[src/rtl/sprite_view.sv]
// sprite_view: raster-to-sprite-ROM addressing with direction mirroring/rotation and animation frames.
// Define SPRITE_ANIM_EN to enable the animation counter; otherwise frame is fixed at 0.
module sprite_view #(
    parameter int          SPR_W      = 30,
    parameter int          SPR_H      = 30,
    parameter int          COORD_W    = 10,
    parameter int          NFRAMES    = 4,
    parameter int          FRAME_HOLD = 8,
    parameter logic [11:0] TRANSP     = 12'h000,
    parameter int          AW         = $clog2(NFRAMES * SPR_W * SPR_H)
) (
    input  logic               clk,
    input  logic               rst,
    input  logic [COORD_W-1:0] vC,
    input  logic [COORD_W-1:0] hC,
    input  logic [COORD_W-1:0] xpos,
    input  logic [COORD_W-1:0] ypos,
    input  logic [3:0]         direction,
    input  logic               moving,
    input  logic               frame_tick,
    output logic [AW-1:0]      rom_addr,
    input  logic [11:0]        rom_data,
    output logic               pix_fill,
    output logic [11:0]        color_data
);

    localparam logic [3:0] DIR_RIGHT = 4'b0001;
    localparam logic [3:0] DIR_LEFT  = 4'b0010;
    localparam logic [3:0] DIR_DOWN  = 4'b0100;
    localparam logic [3:0] DIR_UP    = 4'b1000;

    localparam int FW         = (NFRAMES > 1) ? $clog2(NFRAMES) : 1;
    localparam int HW         = (FRAME_HOLD > 1) ? $clog2(FRAME_HOLD) : 1;
    localparam int FRAME_SIZE = SPR_W * SPR_H;

    logic [COORD_W-1:0] col_off;
    logic [COORD_W-1:0] row_off;
    logic               in_box;

    // Unsigned wrap pushes raster positions left of / above the sprite far out of range.
    assign col_off = hC - xpos;
    assign row_off = vC - ypos;
    assign in_box  = (col_off < COORD_W'(SPR_W)) && (row_off < COORD_W'(SPR_H));

    logic [3:0] dir_q;

    // Orientation only changes at the frame boundary so a sprite never tears mid-frame.
    always_ff @(posedge clk or negedge rst) begin
        if (!rst) begin
            dir_q <= DIR_RIGHT;
        end else if (frame_tick && $onehot(direction)) begin
            // NOTE: state registers use non-blocking assignment so every flop samples pre-edge values.
            dir_q <= direction;
        end
    end

    logic [FW-1:0] frame;

`ifdef SPRITE_ANIM_EN
    logic [HW-1:0] hold_cnt;

    always_ff @(posedge clk or negedge rst) begin
        if (!rst) begin
            hold_cnt <= '0;
            frame    <= '0;
        end else if (frame_tick && moving) begin
            if (hold_cnt == HW'(FRAME_HOLD - 1)) begin
                hold_cnt <= '0;
                frame    <= (frame == FW'(NFRAMES - 1)) ? '0 : frame + 1'b1;
            end else begin
                hold_cnt <= hold_cnt + 1'b1;
            end
        end
    end
`else
    logic unused_moving;

    assign frame         = '0;
    assign unused_moving = moving;
`endif

    logic [AW-1:0] col_a;
    logic [AW-1:0] row_a;
    logic [AW-1:0] src_row;
    logic [AW-1:0] src_col;
    logic [AW-1:0] addr_next;

    assign col_a = AW'(col_off);
    assign row_a = AW'(row_off);

    always_comb begin
        // NOTE: every always_comb output gets a default first so no path can infer a latch.
        src_row = row_a;
        src_col = col_a;
        case (dir_q)
            DIR_LEFT: begin
                src_col = AW'(SPR_W - 1) - col_a;
            end
            DIR_DOWN: begin
                src_row = col_a;
                src_col = row_a;
            end
            DIR_UP: begin
                src_row = AW'(SPR_W - 1) - col_a;
                src_col = row_a;
            end
            default: ;
        endcase
    end

    // Exact at AW bits: every in-box address is below NFRAMES*SPR_W*SPR_H.
    assign addr_next = AW'(frame) * AW'(FRAME_SIZE) + src_row * AW'(SPR_W) + src_col;

    logic in_d1;
    logic in_d2;
    logic opaque;

    assign opaque = in_d2 && (rom_data != TRANSP);

    always_ff @(posedge clk or negedge rst) begin
        if (!rst) begin
            rom_addr   <= '0;
            in_d1      <= 1'b0;
            in_d2      <= 1'b0;
            pix_fill   <= 1'b0;
            color_data <= '0;
        end else begin
            rom_addr   <= in_box ? addr_next : '0;
            in_d1      <= in_box;
            in_d2      <= in_d1;
            pix_fill   <= opaque;
            color_data <= opaque ? rom_data : 12'h000;
        end
    end

endmodule

[config.mk]
export PLATFORM = sky130hd
export DESIGN_NAME = sprite_view
export DESIGN_NICKNAME = d
export VERILOG_FILES = /design/src/rtl/sprite_view.sv
export SDC_FILE = /design/constraint.sdc
export NUM_CORES = 1
export LEC_CHECK = 0
export CORE_UTILIZATION = 35
export DETAILED_ROUTE_END_ITERATION = 7
export GPL_TIMING_DRIVEN = 0
export SLEW_MARGIN = 30
export SYNTH_ARGS = -nofsm -noshare
export SYNTH_HDL_FRONTEND = slang
export SYNTH_SLANG_ARGS = --single-unit
[constraint.sdc]
create_clock -name clk -period 7.75 [get_ports clk]
set_input_delay 1.55 -clock clk [delete_from_list [all_inputs] [get_ports clk]]
set_output_delay 1.55 -clock clk [all_outputs]
set_load 0.02 [all_outputs]
After elaboration in Yosys (flattened, before gate mapping)
Cells that the tools add are included.
- bits in registers: 31
- input port bits: 60
- output and inout port bits: 25
- word-level logic and storage cells: 29
- add/sub/neg operators: 7
- multiply operators: 1
- magnitude comparators: 2
- eq/ne operators: 4
- mux-type cells: 4
- reductions and logical operators: 5
- operator list (operator ; count):
    $pmux 12 s2 ; 2
    $mux 12 ; 2
    $lt 10x5->1 const B ; 2
    $sub 10x10->10 ; 2
    $add 12x12->12 ; 1
    $mul 12x4->11 const B ; 1
    $reduce_bool 12->1 ; 1
    $sub 5x10->11 const A ; 1
    $add 1x1->2 ; 2
    $eq 4x2->1 const B ; 1
    $eq 4x3->1 const B ; 1
    $eq 4x4->1 const B ; 1
    $add 2x2->3 ; 1
    $eq 3x1->1 const B ; 1
    $logic_and 1x1->1 ; 3
    $reduce_or 2->1 ; 1

Longest topological paths before layout
Gate-level depths: netlist of the first run.
- depth in word-level cells: 6
- depth in mapped cells: 27
- depth with buffers taken out: 27

Worst setup path before layout of the first run
No wires, ideal clock.
- path type: input -> register
- start point: input port hC[0]
- end point: register rom_addr[11]
- setup time: 128 ps
- arrival time: 6952 ps
- required time: 7622 ps
- slack: 670 ps
- cell stages on the path: 26
- path buffers: 0
- path through: inv_1 ha_1 inv_1 fa_1 a211oi_2 nor2_1 nor2_1 nand3_1 xnor2_1 a221oi_1 inv_1 fa_1 inv_1 fa_1 inv_1 ha_1 a21oi_1 o21bai_1 a21oi_1 xnor2_1 ha_1 nand2_1 o21ai_0 xnor3_1 xnor2_1 mux2_1
- word-level cells in the longest chain between the ends: 6
- elaborated cells between the ends (all ways): 9
- classes of those cells: add/sub (3); mul (1); order compare (1); mux (3); reduce/logical (1)
- RTL lines (element ; RTL line ; RTL):
    start, declared ; 15 ; input logic [COORD_W-1:0] hC,
    $sub 10x10->10 * ; 41 ; assign col_off = hC - xpos;
    $sub 5x10->11 ; 97, 104 ;
    $pmux 12 s2 ; 95 ; case (dir_q)
    $mul 12x4->11 ; 112 ; assign addr_next = AW'(frame) * AW'(FRAME_SIZE) + src_row * AW'(SPR_W) + src_col;
    $add 12x12->12 ; 112 ;
    $mux 12 * ; 128 ; rom_addr <= in_box ? addr_next : '0;
    end signal, assigned ; 128 ;
    end, declared ; 21 ; output logic [AW-1:0] rom_addr,
Every way passes the cells marked *; elsewhere a longest branch is shown, timed or not.
A chain may end at the register's enable or synchronous reset.

Final worst setup path of the first run
- start point: input port xpos[0]
- end point: register rom_addr[11]
- word-level cells in the longest chain between the ends: 6
- elaborated cells between the ends (all ways): 9
- classes of those cells: add/sub (3); mul (1); order compare (1); mux (3); reduce/logical (1)
- RTL lines (element ; RTL line ; RTL):
    start, declared ; 16 ; input logic [COORD_W-1:0] xpos,
    $sub 10x10->10 * ; 41 ;
    $sub 5x10->11 ; 97, 104 ;
    $pmux 12 s2 ; 95 ;
    $mul 12x4->11 ; 112 ;
    $add 12x12->12 ; 112 ;
    $mux 12 * ; 128 ;
Marks and branches as above.

==> results of run 1 <==
how the worst min path moves through the flow:
stage	startpoint	to	slack [ps]	depth (start not counted)
2_1_floorplan	in_d1	in_d2	330	0
3_3_place_gp	in_d1	in_d2	330	0
3_5_place_dp	in_d1	in_d2	340	0
4_1_cts	in_d1	in_d2	350	0
5_1_grt	in_d1	in_d2	350	0
6_report	in_d1	in_d2	350	0
layout by cell type, fill, tap and decap left out, types with 3 or more instances in the layout:
cell              n
buf_4             3
inv_1            63
and2_1           15
o221ai_1          4
a21o_1            6
ha_1             43
nand2_1          25
clkdlybuf4s50_1  82
o21ai_0          18
nor2b_1           5
clkbuf_1          6
nor3_1            4
a21oi_1          20
clkbuf_8          5
xnor2_1          29
o21bai_1          7
nor3b_1           3
o211ai_1          3
dfrtp_1          30
xor2_1           13
nand3_1           5
fa_1             17
a22oi_1           9
nor4_1            4
nor2_1           27
mux2_2            4
o21ai_1           4
nor4b_1           3
layout make-up:
type	instances	area, um^2
Clock inverter	3	43.79
Clock buffer	5	68.82
Timing Repair Buffer	85	840.8
Inverter	63	236.5
Tap cell	133	166.4
Fill cell	962	5127
Sequential cell	31	777.0
Multi-Input combinational cell	314	2619
Buffer	7	30.03
worst max-delay path: stages:
cell             delay (ps)
clkdlybuf4s50_1         460
ha_1                    160
inv_1                    50
fa_1                    460
a211oi_2                270
nor2_1                  130
nor2_4                  190
nand3_1                 120
xnor2_1                 190
a221oi_2                340
inv_1                   150
fa_1                    540
inv_1                    50
fa_1                    490
inv_1                    40
ha_1                    320
a21oi_1                 220
o21bai_1                100
a21oi_1                 170
xnor2_1                  90
ha_1                    330
nand2_1                  60
o21ai_1                 190
xnor3_1                 270
xnor2_1                 180
mux2_1                  340
layer usage:
| metal | vias up | GRT usage | wire, um |
|---|---|---|---|
| li1 | 1608 | - | - |
| met1 | 1411 | 0.1917 | 3557 |
| met5 | - | 0 | 0 |
| met4 | 0 | 0.04490 | 170 |
| met2 | 117 | 0.2570 | 3495 |
| met3 | 18 | 0.02266 | 475 |
state kept, by name (all words and copies together), names as in the netlist:
| name | flops |
|---|---|
| dir_q | 4 |
| rom_addr | 12 |
| in_d2 | 1 |
| in_d1 | 1 |
| pix_fill | 1 |
| color_data | 12 |
logic make-up (layout without fill, tap and decap cells):
| group | after synthesis | in the layout |
|---|---|---|
| simple gates | 110 | 110 |
| mux | 6 | 6 |
| compound gates | 93 | 93 |
| fa+ha+maj | 60 | 60 |
| buf+inv | 70 | 163 |
| flops | 31 | 31 |
| xor+xnor | 45 | 45 |
repair_timing:
item / CTS / global route
buffers inserted: 0 / 2
cloned: 0 / 0
pin swaps: 0 / 1
gates resized for setup: 1 / 9
endpoints found under the setup margin: 1 / 1
through the flow:
| step | worst slack, ps | util | setup TNS (ps) | cells |
|---|---|---|---|---|
| after floorplan | 670.3 | - | 0 | 415 |
| after global placement | -364.9 | 0.4665 | -364.9 | 631 |
| after detailed placement | -455.2 | 0.4660 | -455.2 | 631 |
| after CTS | 50.77 | 0.4780 | 0 | 639 |
| after global routing | 32.38 | 0.4826 | 0 | 641 |
| final | 433.7 | 0.4826 | 0 | 641 |
==> impl_results.md, run 1 <==
- Status: finished clean
- Area share of and/or/nand/nor cells after synthesis: 0.1618
- Die span in y: 103.8 um
- IO Count: 85
- Placer congestion estimate: a little over 0.9
- Dominant cell type by area after synthesis: dfrtp_1
- Flops & latches, synth: 31
- Worst-Margin Slew: about 990 ps
- CTS H-tree lvls: 2
- Crit Reg-Reg Endpoint: rom_addr[11]
- Synth Area in Adders: 0.2422
- WHS: roughly 350 ps
- Max Clk Rate: roughly 0.14 GHz
- TritonCTS clock tree: yes
- Layout cells sized above 1: 0.06890
- # DRC: 0
- Ranking of synthesized cells by area: dfrtp_1 21%, ha_1 15%, fa_1 9.4%
- Core ar.: 0.009910 mm^2
- Ant diodes: 0
- Clock sinks: 31
- Post-Synth XOR/XNOR Area: 0.1146
- Syn. warnings: 0
- Reg2Reg Depth: 23
- Main combinational cell family by area after synthesis: adder cells
- Initial Util: 0.3659
- PortBufs: 83
- Mux share of post-synthesis cell area: 0.01829
- Skew-Pair Late Insertion Delay: 280 ps
- Post-route minimum period: 7316 ps
- RSZ-0062 raised after global routing: no
- First-pass GRT wire length: 13,460 um
- Largest net degree at the start of global routing: 32
- Reg2reg setup slack: between 1000 and 1500 ps
- Number of global-route vias before repair: 3,064
- Final Skew: 6.960 ps
- Avg WL per Cell: about 12 um
- GRT Util Overall: 0.1490
- Top cells by instance count after synthesis: 63 x inv_1, 43 x ha_1, 30 x dfrtp_1
- CP arrival: 7480 ps
- Synth Area in Compound Gates: 0.1753
- Placed wire-length estimate: 6540 um
- DR pass1 iterations: 5
- P&R area growth vs syn: 31.88%
- Hold Fails Final Rpt: 0
- GRT overflow: 0
- Final nets: 627
- Detail-routed via count per cell: 4.920
- Final Cycle Share: 0.9440
- Iteration-0 DRC count of the detailed router: 84
- FF-to-FF Start: dir_q[1]
- Post-synthesis sequential area ratio: 0.2143
- Placed cell area: 0.004618 mm^2
- Worst min path class: reg2reg
- Number of max-cap violations: 0
- Synthesized net count: about 540
- CP Launch Point: xpos[0]
- Slew Viols, Final: 0
- Critical path start-end classification: in2reg
- Syn avg cell area: 8.737 um^2
- CTS Buf Count: 5
- Detailed Route WL: between 7000 and 8000 um
- Die footprint: 0.01077 mm^2
- Antenna violations before repair: 0
- Yosys top cell area share: 0.2070
- Crit-path max FO: 6
- Cells after synthesis: 415
- Synthesized area: 0.003626 mm^2
- Async SR Flop Fraction: 1.000
- Chip Width: 103.8 um
- Crit path to: rom_addr[11]
- Root Buffer: clkbuf_8
- Worst Setup Start Kind: primary input
- # rows: 36
- Routed Antenna Nets: 0
- Crit. End Element: register
- Most used DFF post-synth: dfrtp_1
- Most common cell in the netlist: inv_1
- # setup viols final: 0
- CP Data Required Time: a little under 8000 ps
- Cell area after layout: ~0.0048 mm^2
- Hold_buf cts: 0
- Number of enable flip-flop cells after synthesis: 0
- Max_slew headroom: 0.3306
- Clock edge transition at the registers on the reported setup and hold paths: 70 ps
- Clk buf depth: 2
- DR vias: around 3,200
- Unique masters post-synth: 62
Power of run 1 is left out: the tool's default activity adds up to more than one toggle a clock period on the data nets, which glitch-free logic cannot reach.
==> inputs of run 2 (changes only) <==
--- a/config.mk
+++ b/config.mk
@@ -12,3 +12,4 @@
 export SYNTH_ARGS = -nofsm -noshare
 export SYNTH_HDL_FRONTEND = slang
 export SYNTH_SLANG_ARGS = --single-unit
+export TNS_END_PERCENT = 5
==> results of run 2 <==
Same layout as run 1: the final DEF is identical, and so are final timing and power.
Power of run 2 is left out for the same reason.
